--- config.mk ---
export PLATFORM = sky130hd
export DESIGN_NAME = fetch_stage_flat
export DESIGN_NICKNAME = d
export VERILOG_FILES = /design/src/rtl/fetch_stage_pkg.sv /design/src/rtl/fetch_stage_if.sv /design/src/rtl/fetch_pc_reg.sv /design/src/rtl/fetch_stage.sv /design/src/flat_wrapper.sv
export SDC_FILE = /design/constraint.sdc
export NUM_CORES = 1
export LEC_CHECK = 0
export BUFFER_PORTS_ARGS = -buffer_cell sky130_fd_sc_hd__buf_2
export CAP_MARGIN = 15
export CORE_MARGIN = 4
export CORE_UTILIZATION = 25
export CTS_BUF_LIST = sky130_fd_sc_hd__clkbuf_4 sky130_fd_sc_hd__clkbuf_8
export CTS_CLUSTER_DIAMETER = 120
export DETAILED_ROUTE_END_ITERATION = 8
export SLEW_MARGIN = 20
export SYNTH_ARGS = -nofsm -noshare
export SYNTH_HDL_FRONTEND = slang
export SYNTH_HIERARCHICAL = 1
export SYNTH_SLANG_ARGS = --single-unit
--- constraint.sdc ---
create_clock -name clk -period 3 [get_ports clk]
set_clock_uncertainty 0.1 [all_clocks]
set_input_delay 0.15 -clock clk [delete_from_list [all_inputs] [get_ports clk]]
set_output_delay 0.15 -clock clk [all_outputs]
set_load 0.02 [all_outputs]
--- src/rtl/fetch_stage_pkg.sv ---
// Shared CPU definitions used by the fetch stage: widths, reset PC, NOP encoding,
// FSM state encoding and the opcodes other stages decode.
package fetch_stage_pkg;

    localparam int unsigned PC_W = 16;

    localparam logic [PC_W-1:0] RESET_PC = 16'h0000;
    localparam logic [15:0]     NOP      = 16'h0800;

    // Opcode lives in instr[15:11]; NOP above decodes as OP_NOP.
    localparam int unsigned     OPCODE_W = 5;
    localparam logic [OPCODE_W-1:0] OP_NOP  = 5'b00001;
    localparam logic [OPCODE_W-1:0] OP_HALT = 5'b11110;
    localparam logic [OPCODE_W-1:0] OP_RTI  = 5'b11111;

    typedef enum logic [1:0] {
        FETCH  = 2'd0,
        WAIT   = 2'd1,
        HALTED = 2'd2
    } fetch_state_e;

    typedef enum logic [1:0] {
        PC_HOLD = 2'd0,
        PC_INC  = 2'd1,
        PC_LOAD = 2'd2
    } pc_sel_e;

endpackage

--- src/rtl/fetch_stage_if.sv ---
// Instruction-memory read port: request held until mem_done.
interface fetch_stage_if;
    import fetch_stage_pkg::*;

    logic            mem_rd;
    logic [PC_W-1:0] mem_addr;
    logic [15:0]     mem_data;
    logic            mem_done;

    modport master (output mem_rd, output mem_addr, input mem_data, input mem_done);
    modport slave  (input mem_rd, input mem_addr, output mem_data, output mem_done);

endinterface

--- src/rtl/fetch_pc_reg.sv ---
// Program counter with hold / increment-by-2 / load select.
module fetch_pc_reg
    import fetch_stage_pkg::*;
(
    input  logic            clk,
    input  logic            rst,
    input  pc_sel_e         sel,
    input  logic [PC_W-1:0] load_pc,
    output logic [PC_W-1:0] pc,
    output logic [PC_W-1:0] pc_plus2
);

    // Wraps naturally from 16'hFFFE to 16'h0000.
    assign pc_plus2 = pc + 16'd2;

    // NOTE: sequential state uses non-blocking assignments so every register
    // samples pre-edge values regardless of process ordering.
    always_ff @(posedge clk) begin
        if (rst) begin
            pc <= RESET_PC;
        end else begin
            unique case (sel)
                PC_INC:  pc <= pc_plus2;
                PC_LOAD: pc <= load_pc;
                default: pc <= pc;
            endcase
        end
    end

endmodule

--- src/rtl/fetch_stage.sv ---
// Instruction fetch: PC, hold-until-done memory read FSM, one-entry skid buffer
// for stalled returns, redirect with discard of an in-flight read, and HALT freeze.
module fetch_stage
    import fetch_stage_pkg::*;
(
    input  logic               clk,
    input  logic               rst,
    input  logic               stall_fetch,
    input  logic               redirect,
    input  logic [PC_W-1:0]    redirect_pc,
    input  logic               halt,
    fetch_stage_if.master      imem,
    output logic [15:0]        instruction,
    output logic [PC_W-1:0]    incremented_pc,
    output logic               inst_mis_align,
    output logic               inst_stall
);

    fetch_state_e    state, state_next;
    pc_sel_e         pc_sel;
    logic [PC_W-1:0] pc;
    logic [PC_W-1:0] wait_addr;
    logic            hold_valid, hold_valid_next;
    logic [15:0]     hold_instr;
    logic            hold_capture;
    logic            discard, discard_next;
    logic            halt_pend, halt_pend_next;

    fetch_pc_reg u_pc_reg (
        .clk      (clk),
        .rst      (rst),
        .sel      (pc_sel),
        .load_pc  (redirect_pc),
        .pc       (pc),
        .pc_plus2 (incremented_pc)
    );

    // A read in flight keeps its original address even after a redirect moves pc.
    assign imem.mem_addr = (state == WAIT) ? wait_addr : pc;

    // NOTE: every always_comb output gets a default first so no path can
    // leave a signal unassigned and infer a latch.
    always_comb begin
        state_next      = state;
        pc_sel          = PC_HOLD;
        hold_valid_next = hold_valid;
        hold_capture    = 1'b0;
        discard_next    = discard;
        halt_pend_next  = halt_pend;
        imem.mem_rd     = 1'b0;
        instruction     = NOP;
        inst_stall      = 1'b1;
        inst_mis_align  = 1'b0;

        unique case (state)
            FETCH: begin
                if (redirect) begin
                    pc_sel          = PC_LOAD;
                    hold_valid_next = 1'b0;
                end else if (halt) begin
                    state_next = HALTED;
                end else if (pc[0]) begin
                    inst_mis_align = 1'b1;
                    inst_stall     = 1'b0;
                end else if (hold_valid) begin
                    instruction = hold_instr;
                    inst_stall  = 1'b0;
                    if (!stall_fetch) begin
                        pc_sel          = PC_INC;
                        hold_valid_next = 1'b0;
                    end
                end else begin
                    imem.mem_rd = 1'b1;
                    if (imem.mem_done) begin
                        instruction = imem.mem_data;
                        inst_stall  = 1'b0;
                        if (!stall_fetch) begin
                            pc_sel = PC_INC;
                        end else begin
                            hold_capture    = 1'b1;
                            hold_valid_next = 1'b1;
                        end
                    end else begin
                        state_next = WAIT;
                    end
                end
            end

            WAIT: begin
                imem.mem_rd = 1'b1;
                if (redirect) begin
                    pc_sel          = PC_LOAD;
                    hold_valid_next = 1'b0;
                    if (imem.mem_done) begin
                        discard_next   = 1'b0;
                        halt_pend_next = 1'b0;
                        state_next     = halt_pend ? HALTED : FETCH;
                    end else begin
                        discard_next = 1'b1;
                    end
                end else if (halt || halt_pend) begin
                    if (imem.mem_done) begin
                        discard_next   = 1'b0;
                        halt_pend_next = 1'b0;
                        state_next     = HALTED;
                    end else begin
                        halt_pend_next = 1'b1;
                    end
                end else if (imem.mem_done) begin
                    state_next = FETCH;
                    if (discard) begin
                        discard_next = 1'b0;
                    end else begin
                        instruction = imem.mem_data;
                        inst_stall  = 1'b0;
                        if (!stall_fetch) begin
                            pc_sel = PC_INC;
                        end else begin
                            hold_capture    = 1'b1;
                            hold_valid_next = 1'b1;
                        end
                    end
                end
            end

            HALTED: begin
                state_next = HALTED;
            end

            default: begin
                state_next = FETCH;
            end
        endcase
    end

    always_ff @(posedge clk) begin
        if (rst) begin
            state      <= FETCH;
            hold_valid <= 1'b0;
            discard    <= 1'b0;
            halt_pend  <= 1'b0;
        end else begin
            state      <= state_next;
            hold_valid <= hold_valid_next;
            discard    <= discard_next;
            halt_pend  <= halt_pend_next;
        end
    end

    // NOTE: data-path registers are not reset; they are only read while their
    // qualifying flag (hold_valid, state==WAIT) says they hold valid contents.
    always_ff @(posedge clk) begin
        if (hold_capture) begin
            hold_instr <= imem.mem_data;
        end
        if (state != WAIT) begin
            wait_addr <= pc;
        end
    end

endmodule

--- src/flat_wrapper.sv ---
// flat-port wrapper written by rule: the top's interface ports become plain ports
module fetch_stage_flat import fetch_stage_pkg::*;
  (clk, rst, stall_fetch, redirect, redirect_pc, halt, instruction, incremented_pc, inst_mis_align, inst_stall, imem_mem_rd, imem_mem_addr, imem_mem_data, imem_mem_done);
  fetch_stage_if imem_i ();
  input  logic clk;
  input  logic rst;
  input  logic stall_fetch;
  input  logic redirect;
  input  logic [PC_W-1:0] redirect_pc;
  input  logic halt;
  output logic [15:0] instruction;
  output logic [PC_W-1:0] incremented_pc;
  output logic inst_mis_align;
  output logic inst_stall;
  output wire logic [$bits(imem_i.mem_rd)-1:0] imem_mem_rd;
  output wire logic [$bits(imem_i.mem_addr)-1:0] imem_mem_addr;
  input wire logic [$bits(imem_i.mem_data)-1:0] imem_mem_data;
  input wire logic [$bits(imem_i.mem_done)-1:0] imem_mem_done;
  assign imem_mem_rd = imem_i.mem_rd;
  assign imem_mem_addr = imem_i.mem_addr;
  assign imem_i.mem_data = imem_mem_data;
  assign imem_i.mem_done = imem_mem_done;
  fetch_stage u_core (.clk(clk), .rst(rst), .stall_fetch(stall_fetch), .redirect(redirect), .redirect_pc(redirect_pc), .halt(halt), .imem(imem_i), .instruction(instruction), .incremented_pc(incremented_pc), .inst_mis_align(inst_mis_align), .inst_stall(inst_stall));
endmodule
---- Word-level counts from Yosys, hierarchy flattened ----
Index checks and enable logic that the tools add are counted.
word-level totals
  flip-flop bits (word level) ............. 53
  input port bits ......................... 38
  output and inout bits ................... 51
  logic and storage cells ................. 114
operators by class
  add/sub/neg operators ................... 1
  equality and inequality tests ........... 17
  mux-type cells .......................... 79
  reductions and logical operators ........ 10
operator list
  cell                   count
  $mux 16                10
  $pmux 16 s2            2
  $mux 1                 42
  $mux 2                 19
  $ne 3x3->1 const B     9
  $add 16x2->16 const B  1
  $pmux 1 s2             4
  $reduce_bool 2->1      4
  $reduce_and 7->1       1
  $pmux 2 s3             1
  $reduce_and 5->1       1
  $eq 2x1->1 const B     2
  $eq 2x2->1 const B     2
  $ne 2x1->1 const B     2
  $ne 2x2->1 const B     2
  $pmux 2 s2             1
  $reduce_and 3->1       1
  $logic_not 2->1        1
  $reduce_and 2->1       1
  $logic_or 1x1->1       1

---- Logic depth before layout (Yosys ltp) ----
  depth after elaboration ................. 9
  gate-level depth with buffers ........... 12
  gate-level depth less buffers ........... 9

---- Modules after synthesis ----
The synthesis kept the hierarchy.
modules (own cells, without submodules)
  module        instances  cells each  area each (µm²)
  fetch_stage   1          120         1730.4
  fetch_pc_reg  1          162         1266.2

---- Least setup slack after synthesis ----
Ideal clock, no wire load.
  path type ............................... reg2reg
  start point ............................. reg u_core.state[0]
  end point ............................... reg u_core.u_pc_reg.pc[12]
  data arrival time ....................... 1959 ps
  data required time ...................... 2826 ps
  path slack .............................. 867 ps
  stages on the path, launching flop included .. 11
  buffers on the path ..................... 1
  clock period less this slack ............ 2133 ps
  cells stage by stage .................... dfxtp_1 > nor3b_2 > o21ai_0 > a211oi_1 > inv_1 > ha_1 > buf_2 > or2_2 > nor3_1 > mux2i_1 > a31oi_1
on the way
  cells in the longest elaborated chain, start to end .. 4
ends and longest elaborated chain
  what                                              RTL line            source
  start: declaration                                fetch_stage.sv:19   fetch_state_e state, state_next;
  start signal: assignment                          fetch_stage.sv:143  state <= state_next;
  $eq 2x1->1 or $logic_not 2->1 (tied branches)     fetch_stage.sv:55   unique case (state)
  $pmux 2 s2 (*)                                    fetch_stage.sv:55
  net u_core.pc_sel[0]                              fetch_stage.sv:20   pc_sel_e pc_sel;
  $eq 2x2->1 or $eq 2x1->1 (tied branches)          fetch_pc_reg.sv:22  unique case (sel)
  $pmux 16 s2 or $reduce_bool 2->1 (tied branches)  --
  end signal: assignment                            fetch_pc_reg.sv:23  PC_INC: pc <= pc_plus2;
  end signal: assignment                            fetch_pc_reg.sv:24  PC_LOAD: pc <= load_pc;
  end signal: assignment                            fetch_pc_reg.sv:25  default: pc <= pc;
  end: declaration                                  fetch_pc_reg.sv:9   output logic [PC_W-1:0] pc,
Mark *: on every way through the listed nets, which the timed path passes. The rest lies on a longest branch.
A chain may end at the register's enable or synchronous reset.

---- Worst setup path after layout ----
Ends and elaborated chain as after synthesis.

==> impl_summary.md <==
Run status
The flow ran to the end, and the final reports show no timing, DRC or antenna violations.

STA
The total negative slack for setup checks is 0 ns. The final critical path takes up 90.11% of the cycle. The number of hold violations in the final report is 0. The actual transition at the worst max-transition pin is roughly 0.7 ns. The final setup violation count is 0.

The highest clock frequency the design can meet is approximately 370 MHz. Setup repair after global routing left no endpoint under its margin. The headroom to the max-slew limit is about 52%.

The routed design could run at a clock period as short as approximately 2.7 ns. The number of pins exceeding their max-slew limit in the final report is 0.

Setup path
The slowest cell on the critical path is dfxtp_1. The count of buffer and inverter cells on the critical path is 1. The type of element launching the critical path is a register. The stage delay of the slowest cell on the critical path is roughly 0.53 ns. The maximum fanout along the worst path is 21. Grouping stages by cell kind, the critical path spends the most delay in simple AND/OR/NAND/NOR gates.

The arrival time of the worst setup path is 2.85 ns. At the worst endpoint, the required time is approximately 3.1 ns. The critical path goes through nor3b_2, o21ai_0, a211oi_1, inv_1, ha_1, or2_2, nor3_1, mux2i_1, a31oi_1. The sort of element at the end of the critical path is a register. The worst setup path is of the reg2reg kind.

Floorplan
The height of the chip is about 120 um. For this design the top-level I/O count stands at 89. The number of placement rows is 39.

The width of the die is between 100 and 150 um. The initial utilization of the core area, before any placement, comes to between 20% and 30%. The die area is roughly 14000 sq um. After floorplanning, the core was sized to cover about 12000 sq um.

Synthesis
The number of flip-flops and latches in the synthesized netlist is 53. A synthesized cell averages 10.63 sq um. Synthesis produced a netlist whose cell count is ~280. The share of the synthesized area in the top cell type is ~32%.

Among all flip-flop cells after synthesis, the most frequent one is edfxtp_1. Yosys mapped the design onto 57 distinct sky130hd cell types. The synthesized design spends more area on one cell type than any other, namely edfxtp_1.

After synthesis, the cell types taking the most area are edfxtp_1, dfxtp_1, mux2_2. Of all flip-flops after synthesis, the portion carrying an async set or reset was 0%. In this run, synthesis inferred 32 flip-flops with an integrated enable. The count of synthesis-stage warnings from yosys is 6. The commonest cells after synthesis are edfxtp_1, dfxtp_1, nor2_1, nand2_1. Synthesis produced a netlist with a net count of 322.

The synthesized netlist occupies a cell area of around 3000 sq um. The fraction of the yosys area taken by sequential cells is 46.10%. Yosys instantiated no cell more often than edfxtp_1.

Detailed routing
The first detailed-routing pass ran for 4 iterations. After the first detailed-routing iteration, the DRC count stood at 102. In the routed design, unresolved DRC markers number 0.

The number of routed nets with antenna violations is 0. The post-detailed-route via-to-cell ratio is 4.743. Summing over every cut layer, the via total after detailed routing is ~2500.

After detailed routing, the total wire length is 7814 um. After detailed routing, the average wire length per cell comes to ~15 um.

Flow run
The total of max-cap violations is 0.

Place
Routability-driven placement finished with a final weighted congestion of about 0.83. Summing all placed instances gives a cell area of between 3000 and 4000 sq um. The number of buffers added on ports is a little under 90.

The post-DP HPWL is between 5000 and 6000 um.

Clocking
The number of sinks on the clock net is between 50 and 60. The clock reaches the later pin of the worst-skew pair after roughly 0.31 ns. The root buffer cell is clkbuf_8. TritonCTS built the clock tree. In this run, CTS created clock tree buffers numbering 5. The level count of the clock H-tree is 2. The post-CTS repair timing setup buffer count is 0. The maximum count of clock buffers along a single path is 2. After clock tree synthesis, the clock-pin slew on the worst setup and hold paths is roughly 0.1 ns.

Finish
With fillers left out, the area of the finished cells amounts to 3800 sq um. The number of nets in the layout is roughly 420. The area growth from synthesis to layout is 26.81%. The repair_antennas step left the layout with diodes totalling 0. Of the cells placed in the final design, the portion with a size suffix greater than 1 is between 30% and 40%.

Cells fill between 30% and 40% of the core in the end.

Global route
Entering global routing, the biggest net connects 24 pins. The first global-routing pass estimated between 10000 and 15000 um of wire. The overall overflow remaining after global route is 0. The via count of the first global-routing pass is between 2000 and 2500. The initial antenna violation count is 0. For this run, the total global-route usage over all layers was measured as between 10% and 20%.

Power
The analysis attributes to cell leakage a power of 1.597 nW. The total power divided by cell area is roughly 450 nW/um^2. The peak supply drop is about 260 uV.

Hold path
The worst hold path belongs to the class in2reg.
-- tightest hold or removal path: stages --
cell	delay, ns
buf_2	0.08
a21oi_1	0.05
o32ai_1	0.11
-- layout make-up --
| class | count | area (sq um) |
|---|---|---|
| Timing Repair Buffer | 112 | 668.1 |
| Multi-Input combinational cell | 194 | 1411 |
| Tap cell | 143 | 178.9 |
| Inverter | 12 | 45.04 |
| Clock inverter | 2 | 38.79 |
| Clock buffer | 6 | 76.32 |
| Fill cell | 1187 | 7765 |
| Sequential cell | 53 | 1381 |
-- layout by cell type, fill, tap and decap left out, types with 4 or more instances in the layout --
master / instances
buf_4: 5
mux2_2: 16
dfxtp_1: 21
a22o_1: 14
o32ai_1: 4
nand2b_1: 5
o21ai_0: 9
nand3_1: 5
nor2_1: 21
nand2_1: 20
buf_2: 88
dlygate4sd3_1: 19
xor2_1: 4
a21oi_1: 16
clkbuf_8: 5
mux2i_1: 4
nor4_1: 5
a31oi_1: 9
a211oi_1: 5
edfxtp_1: 32
xnor2_1: 9
inv_1: 12
-- through the flow --
stage / hold slack, ns / total power [W] / cells / setup WS [ns]
finish: 0.01453 / 0.001700 / 522 / 0.2967
global route: 0.009681 / 0.001809 / 522 / 0.01173
CTS: 0.001728 / 0.001731 / 522 / 0.3010
detailed placement: 0.2502 / 0.001198 / 495 / 0.3400
global placement: 0.2434 / 0.001194 / 495 / 0.4428
floorplan: 0.1228 / 0.001086 / 282 / 0.8668
-- report_power, final --
group / switching, W / internal [W] / leakage (nW) / total, W
Clock: 0.000242 / 0.000260 / 0.0588 / 0.000502
Sequential: 0.0000494 / 0.000819 / 0.504 / 0.000869
Combinational: 0.000188 / 0.000141 / 1.03 / 0.000329
Total: 0.000480 / 0.00122 / 1.60 / 0.00170
-- path summary, 6_finish.rpt --
path | start | end | slack [ns] | cells past startpoint
worst max-delay path | u_core/state[0]$_SDFFE_PP0P_ | u_core/u_pc_reg/pc[12]$_SDFFE_PP0P_ | 0.30 | 9
worst min-delay path | redirect_pc[9] | u_core/u_pc_reg/pc[9]$_SDFFE_PP0P_ | 0.01 | 3
worst max register to register | u_core/state[0]$_SDFFE_PP0P_ | u_core/u_pc_reg/pc[12]$_SDFFE_PP0P_ | 0.30 | 9
worst min register to register | u_core/u_pc_reg/pc[15]$_SDFFE_PP0P_ | u_core/wait_addr[15]$_DFFE_PN_ | 0.45 | 0
-- kinds of logic after synthesis --
logic type | share of synthesized area, %
and+or+nand+nor | 17.66
AOI/OAI and AO/OA | 17.45
adders and majority gates | 0.8349
muxes | 7.349
xor gates and xnor gates | 3.800
DFF | 46.10
buffers and inverters | 6.805
-- sequential cells by signal (all words and copies together) (netlist names) --
| register | count |
|---|---|
| u_core/state | 2 |
| u_core/discard | 1 |
| u_core/hold_instr | 16 |
| u_core/hold_valid | 1 |
| u_core/halt_pend | 1 |
| u_core/wait_addr | 16 |
| u_core/u_pc_reg/pc | 16 |
-- repair_timing --
item | 4_1_cts | 5_1_grt
hold buffers | 19 | 0
endpoints found under the hold margin | 19 | 0
resized for setup | 0 | 0
-- layer usage --
layer,up-vias,wire length [um],share of wire (%),GRT usage (%)
met5,-,0,0,0
met4,0,85,1.1,3.150
met3,7,435,5.6,3.172
met2,76,3458,44,17.34
met1,1154,3834,49,16.29
li1,1239,-,-,-
(Power assumes the default switching activity.)
